### src/rtl/imem_loader_pkg.sv
// Shared types and constants for the instruction-memory loader.
// Optional trailer checksum: define IMEM_LOADER_CHECKSUM_EN.
package imem_loader_pkg;

    typedef enum logic [3:0] {
        IDLE,
        HDR_HI,
        HDR_LO,
        DATA_HI,
        DATA_LO,
        WRITE,
        DONE,
        ERR
`ifdef IMEM_LOADER_CHECKSUM_EN
        ,
        CK_HI,
        CK_LO
`endif
    } state_t;

    localparam int HDR_BYTES = 2;
    localparam int TRL_BYTES = 2;
    localparam logic [15:0] ADDR_STEP = 16'h0002;

endpackage

### src/rtl/imem_loader_if.sv
// Byte-stream input and instruction-memory write port of the loader.
// master = loader side, slave = stream source / memory side.
interface imem_loader_if;

    logic [7:0]  byte_in;
    logic        byte_valid;
    logic        byte_ready;
    logic        imem_wr_en;
    logic [15:0] imem_wr_addr;
    logic [15:0] imem_wr_data;

    modport master (
        input  byte_in,
        input  byte_valid,
        output byte_ready,
        output imem_wr_en,
        output imem_wr_addr,
        output imem_wr_data
    );

    modport slave (
        output byte_in,
        output byte_valid,
        input  byte_ready,
        input  imem_wr_en,
        input  imem_wr_addr,
        input  imem_wr_data
    );

endinterface

### src/rtl/imem_loader_byte_pair_assembler.sv
// Collects a high byte then a low byte into a 16-bit word.
// Shared by header, data and (IMEM_LOADER_CHECKSUM_EN) trailer parsing.
module byte_pair_assembler (
    input  logic        clock,
    input  logic        reset,
    input  logic        clear,
    input  logic        load_hi,
    input  logic        load_lo,
    input  logic [7:0]  byte_in,
    output logic [15:0] pair,
    output logic [15:0] word,
    output logic        complete
);

    logic [7:0] hi_q;
    logic [7:0] lo_q;

    always_ff @(posedge clock or negedge reset) begin
        if (!reset) begin
            hi_q     <= 8'h00;
            lo_q     <= 8'h00;
            complete <= 1'b0;
        end else if (clear) begin
            hi_q     <= 8'h00;
            lo_q     <= 8'h00;
            complete <= 1'b0;
        end else if (load_hi) begin
            hi_q     <= byte_in;
            complete <= 1'b0;
        end else if (load_lo) begin
            lo_q     <= byte_in;
            complete <= 1'b1;
        end
    end

    // pair lets the FSM judge a word in the same cycle its low byte arrives
    assign pair = {hi_q, byte_in};
    assign word = {hi_q, lo_q};

endmodule

### src/rtl/imem_loader.sv
// Serial-stream instruction-memory loader holding the CPU until done.
// Optional trailer checksum: define IMEM_LOADER_CHECKSUM_EN.
import imem_loader_pkg::*;

module imem_loader #(
    parameter int          DEPTH_WORDS = 256,
    parameter logic [15:0] BASE_ADDR   = 16'h0000
) (
    input  logic clock,
    input  logic reset,
    input  logic start,
    imem_loader_if.master bus,
    output logic cpu_hold,
    output logic done,
    output logic error
);

    localparam logic [16:0] DEPTH = 17'(DEPTH_WORDS);

`ifdef IMEM_LOADER_CHECKSUM_EN
    localparam state_t LAST_STATE = CK_HI;
`else
    localparam state_t LAST_STATE = DONE;
`endif

    state_t      state_q;
    state_t      state_d;
    logic        ready;
    logic        accept;
    logic        start_load;
    logic        load_hi;
    logic        load_lo;
    logic [15:0] pair;
    logic [15:0] word;
    logic        complete;
    logic [15:0] addr_q;
    logic [15:0] n_q;
    logic [15:0] cnt_q;
    logic [15:0] cnt_inc;

`ifdef IMEM_LOADER_CHECKSUM_EN
    logic [15:0] sum_q;
`endif

    assign accept     = bus.byte_valid && ready;
    assign start_load = start && (state_q == IDLE || state_q == DONE);
    assign cnt_inc    = cnt_q + 16'd1;

`ifdef IMEM_LOADER_CHECKSUM_EN
    assign load_hi = accept && (state_q == HDR_HI || state_q == DATA_HI
                             || state_q == CK_HI);
    assign load_lo = accept && (state_q == HDR_LO || state_q == DATA_LO
                             || state_q == CK_LO);
`else
    assign load_hi = accept && (state_q == HDR_HI || state_q == DATA_HI);
    assign load_lo = accept && (state_q == HDR_LO || state_q == DATA_LO);
`endif

    byte_pair_assembler u_pair (
        .clock    (clock),
        .reset    (reset),
        .clear    (start_load),
        .load_hi  (load_hi),
        .load_lo  (load_lo),
        .byte_in  (bus.byte_in),
        .pair     (pair),
        .word     (word),
        .complete (complete)
    );

    always_comb begin
        state_d = state_q;
        ready   = 1'b0;
        unique case (state_q)
            IDLE, DONE: begin
                if (start) state_d = HDR_HI;
            end
            HDR_HI: begin
                ready = 1'b1;
                if (bus.byte_valid) state_d = HDR_LO;
            end
            HDR_LO: begin
                ready = 1'b1;
                if (bus.byte_valid) begin
                    if (pair == 16'h0000)
                        state_d = LAST_STATE;
                    else if ({1'b0, pair} > DEPTH)
                        state_d = ERR;
                    else
                        state_d = DATA_HI;
                end
            end
            DATA_HI: begin
                ready = 1'b1;
                if (bus.byte_valid) state_d = DATA_LO;
            end
            DATA_LO: begin
                ready = 1'b1;
                if (bus.byte_valid) state_d = WRITE;
            end
            WRITE: begin
                state_d = (cnt_inc == n_q) ? LAST_STATE : DATA_HI;
            end
            ERR: begin
                state_d = ERR;
            end
`ifdef IMEM_LOADER_CHECKSUM_EN
            CK_HI: begin
                ready = 1'b1;
                if (bus.byte_valid) state_d = CK_LO;
            end
            CK_LO: begin
                ready = 1'b1;
                if (bus.byte_valid)
                    state_d = (pair == sum_q) ? DONE : ERR;
            end
`endif
            default: state_d = IDLE;
        endcase
    end

    always_ff @(posedge clock or negedge reset) begin
        if (!reset) begin
            state_q <= IDLE;
            addr_q  <= BASE_ADDR;
            n_q     <= 16'h0000;
            cnt_q   <= 16'h0000;
        end else begin
            state_q <= state_d;
            if (start_load) begin
                addr_q <= BASE_ADDR;
                cnt_q  <= 16'h0000;
            end else if (state_q == WRITE) begin
                addr_q <= addr_q + ADDR_STEP;
                cnt_q  <= cnt_inc;
            end
            if (accept && state_q == HDR_LO) n_q <= pair;
        end
    end

`ifdef IMEM_LOADER_CHECKSUM_EN
    always_ff @(posedge clock or negedge reset) begin
        if (!reset)
            sum_q <= 16'h0000;
        else if (start_load)
            sum_q <= 16'h0000;
        else if (state_q == WRITE)
            sum_q <= sum_q + word;
    end
`endif

    assign bus.byte_ready   = ready;
    assign bus.imem_wr_en   = (state_q == WRITE) && complete;
    assign bus.imem_wr_addr = addr_q;
    assign bus.imem_wr_data = word;

    assign cpu_hold = (state_q != DONE);
    assign done     = (state_q == DONE);
    assign error    = (state_q == ERR);

endmodule

### src/flat_wrapper.sv
// flat-port wrapper written by rule: the top's interface ports become plain ports
module imem_loader_flat 
#(
    parameter int          DEPTH_WORDS = 256,
    parameter logic [15:0] BASE_ADDR   = 16'h0000
)
  (clock, reset, start, cpu_hold, done, error, bus_byte_in, bus_byte_valid, bus_byte_ready, bus_imem_wr_en, bus_imem_wr_addr, bus_imem_wr_data);
  imem_loader_if bus_i ();
  input  logic clock;
  input  logic reset;
  input  logic start;
  output logic cpu_hold;
  output logic done;
  output logic error;
  input wire logic [$bits(bus_i.byte_in)-1:0] bus_byte_in;
  input wire logic [$bits(bus_i.byte_valid)-1:0] bus_byte_valid;
  output wire logic [$bits(bus_i.byte_ready)-1:0] bus_byte_ready;
  output wire logic [$bits(bus_i.imem_wr_en)-1:0] bus_imem_wr_en;
  output wire logic [$bits(bus_i.imem_wr_addr)-1:0] bus_imem_wr_addr;
  output wire logic [$bits(bus_i.imem_wr_data)-1:0] bus_imem_wr_data;
  assign bus_i.byte_in = bus_byte_in;
  assign bus_i.byte_valid = bus_byte_valid;
  assign bus_byte_ready = bus_i.byte_ready;
  assign bus_imem_wr_en = bus_i.imem_wr_en;
  assign bus_imem_wr_addr = bus_i.imem_wr_addr;
  assign bus_imem_wr_data = bus_i.imem_wr_data;
  imem_loader #(.DEPTH_WORDS(DEPTH_WORDS), .BASE_ADDR(BASE_ADDR)) u_core (.clock(clock), .reset(reset), .start(start), .bus(bus_i), .cpu_hold(cpu_hold), .done(done), .error(error));
endmodule
### config.mk
export PLATFORM = sky130hd
export DESIGN_NAME = imem_loader_flat
export DESIGN_NICKNAME = d
export VERILOG_FILES = /design/src/rtl/imem_loader_pkg.sv /design/src/rtl/imem_loader_if.sv /design/src/rtl/imem_loader_byte_pair_assembler.sv /design/src/rtl/imem_loader.sv /design/src/flat_wrapper.sv
export SDC_FILE = /design/constraint.sdc
export NUM_CORES = 1
export LEC_CHECK = 0
export BUFFER_PORTS_ARGS = -buffer_cell sky130_fd_sc_hd__buf_2
export CAP_MARGIN = 10
export CORE_MARGIN = 3
export CORE_UTILIZATION = 58
export CTS_CLUSTER_DIAMETER = 100
export CTS_CLUSTER_SIZE = 10
export DETAILED_ROUTE_END_ITERATION = 7
export PLACE_DENSITY = 0.89
export SETUP_SLACK_MARGIN = 0.4
export SYNTH_ARGS = -nofsm -noshare
export SYNTH_HDL_FRONTEND = slang
export SYNTH_SLANG_ARGS = --single-unit
### constraint.sdc
create_clock -name clock -period 2.4 [get_ports clock]
set_clock_uncertainty 0.05 [all_clocks]
set_input_delay 0.36 -clock clock [delete_from_list [all_inputs] [get_ports clock]]
set_output_delay 0.36 -clock clock [all_outputs]
set_load 0.03 [all_outputs]
==> reports/summary.txt <==
post-layout util -> 0.752
Via Count -> 3592
DRC errors left -> 0
Seq/Total Area, Yosys -> 0.454
layout cells sized above 1 -> 0.307
Max Clk Rate -> 472 MHz
fin crit period -> 2120 ps
Area growth, synth to finish -> 22.8%
Final nets -> 469
CTS tree -> built
peak supply drop -> 1000 uV
met3 WL -> 1.12 mm
post-route setup TNS -> 0 ps
drt total wl -> 11.3 mm
CP most frequent cell -> nand4_1
Sw Share -> 0.452
#FFs+latches synth -> 67
initial antenna violation count -> 0
# setup viols final -> 0
drt first pass iters -> 7
WL met1 -> 4.12 mm
Synth area leaders -> dfrtp_1, xor2_1, mux2_2, xnor2_1, nor2_1
Post-Syn Nets -> 404
Slew headroom -> 0.597
synthesized area -> 3690 um^2
H-Tree Depth -> 3
Min-Delay Path Class -> input port to flip-flop
CP max FO -> 9
Placer Congestion -> 0.953
DR WL met2 -> 5.30 mm
Worst Path Arrival -> 2330 ps
placed cells -> 496
initial core utilization -> 0.613
clk_lat worst skew -> 370 ps
Final Hold Fails -> 0
maxcap violations -> 0
Reg clk slew, reported paths -> 80 ps
Ports -> 49
Rows -> 28
n_diodes -> 0
critical path type -> flip-flop to flip-flop
Final HPWL DP -> 6.26 mm
vias in the first global route -> 3299
share of the synthesized area in the top cell type -> 0.454
P per Cell Area -> 1230 nW/um^2
CP max stage cell -> dfrtp_2
Worst setup EP type -> flip-flop
Worst Tran Pin Value -> 605 ps
Root Driver -> clkbuf_8
leak pwr -> 2.12 nW
Tcrit/Tclk final -> 0.883
largest net degree at the start of global routing -> 44
DR top layer -> met4
Core Region -> 6030 um^2
fin. max-slew vios -> 0
Slowest Stage Delay on Critical Path -> 500 ps
Comb pwr share -> 0.462
Required @ worst endpoint -> 2610 ps
vias per cell -> 6.71
Avg WL per Cell -> 21.1 um
yosys warns -> 0
CTS Sinks -> 67
RSZ-0062 raised after global routing -> true
Sequential Power Share -> 0.354
post-route ant nets -> 0
worst path cell trace -> nand4_1 -> nor2_4 -> nand2_1 -> a221oi_2 -> nand4_1 -> o31a_1
Die ar. -> 7360 um^2
most common cell after layout, fill and taps aside -> dfrtp_1
outcome -> complete, no violations
Die Ht -> 85.8 um
first-pass GRT wire length -> 16.4 mm
most frequent cells in the layout -> dfrtp_1, buf_2, nand2_1
Pint -> 3.06 mW
initial drt markers -> 492
gr ovfl total -> 0
Yosys top cell by area -> dfrtp_1
syn avg cell area -> 9.46 um^2
fin cells -> 535
CP startpoint kind -> flip-flop
Clk pwr share -> 0.183
Pwr Total -> 5.58 mW
Overall Global Routing Usage -> 0.286
Port Buf Inserts -> 47
cell count after synthesis -> 390
DIE WIDTH -> 85.8 um
Net Sw Power -> 2.52 mW
number of buffers created by CTS -> 9
Clock Tree Buf Depth -> 2
Distinct cells, synth -> 47
cell usage after synthesis (all sizes together):
master / n
nand3: 19
nor4: 9
and4: 1
a221oi: 2
nand4: 13
o21ai: 20
conb: 1
nand3b: 5
and3: 4
o221ai: 3
and2: 1
dfrtp: 67
nor2: 41
xor2: 20
o221a: 1
xnor2: 19
o41ai: 1
nor2b: 2
o21a: 1
buf: 12
o2111ai: 1
o31ai: 5
or2: 1
mux2: 15
a41oi: 1
a21bo: 1
mux2i: 11
o32a: 1
nor3b: 2
nor3: 5
inv: 12
ha: 2
o31a: 3
nand2: 40
a31oi: 1
clkbuf: 14
nand2b: 3
a21oi: 21
or3: 5
o22ai: 4
power by group through the flow:
stage	clock network, mW	logic (mW)	registers (mW)
6_report	1.02	2.58	1.98
2_1_floorplan	0	1.31	2.10
4_1_cts	1.01	2.19	1.94
5_1_grt	1.07	2.73	2.01
3_5_place_dp	0	2.10	1.94
3_3_place_gp	0	2.03	1.91
layout make-up:
type                            instances  area [um^2]
Multi-Input combinational cell        285         1950
Sequential cell                        67         1690
Fill cell                             352         1490
Timing Repair Buffer                   80          547
Clock buffer                           11          151
Tap cell                               75         93.8
Clock inverter                          5         60.1
Inverter                               12         45.0
layer usage:
layer | GRT usage | up-vias
met4 | 0.141 | 0
met1 | 0.358 | 1702
met3 | 0.0692 | 88
li1 | - | 1494
met2 | 0.463 | 308
met5 | 0 | -
path summary, 6_finish.rpt:
path	slack, ps	end	from	depth (start not counted)
worst min-delay path	230	u_core.n_q[2]	bus_byte_in[2]	3
worst max register to register	280	u_core.state_q[0]	u_core.cnt_q[4]	6
min in group asynchronous	490	u_core.n_q[12]	reset	2
max in group asynchronous	1150	u_core.cnt_q[3]	reset	3
worst max-delay path	280	u_core.state_q[0]	u_core.cnt_q[4]	6
worst min register to register	490	u_core.u_pair.lo_q[0]	u_core.u_pair.lo_q[0]	2
cell families (layout without fill, tap and decap cells):
| group | count (synthesis) | count (layout) | share of synthesized area |
|---|---|---|---|
| adders and majority gates | 2 | 2 | 0.00678 |
| AOI/OAI and AO/OA | 66 | 66 | 0.113 |
| xor gates and xnor gates | 39 | 39 | 0.0925 |
| muxes | 26 | 26 | 0.0756 |
| DFF | 67 | 67 | 0.454 |
| and+or+nand+nor | 151 | 151 | 0.213 |
| other | 1 | 1 | 0.00102 |
| buffers and inverters | 38 | 108 | 0.0447 |
sequential cells by signal, indices dropped and copies added (netlist names):
signal	flops
u_core.n_q	16
u_core.u_pair.hi_q	8
u_core.state_q	3
u_core.bus.imem_wr_addr	15
u_core.u_pair.complete	1
u_core.u_pair.lo_q	8
u_core.cnt_q	16
critical path: cells and delay by family, from the launching register on:
kind               cells  cell delay (ps)
DFF                    1              500
AOI/OAI and AO/OA      2              590
and+or+nand+nor        4              870
metrics by stage:
step / hold slack, ps / cell area [um^2] / setup WS (ps)
after global routing: 247 / 4530 / 207
after CTS: 238 / 4280 / 380
after global placement: 339 / 4000 / 299
after floorplan: 14.4 / 3690 / 448
after detailed placement: 350 / 4000 / 179
final: 232 / 4530 / 281
timing repair:
item	in CTS	in global routing
gates cloned	0	1
hold buffers	1	0
pin swaps	2	12
endpoints found under the setup margin	5	13
setup buffers	3	18
gates resized for setup	12	21
endpoints found under the hold margin	24	0
No activity file was read; power rests on OpenSTA's default activity.
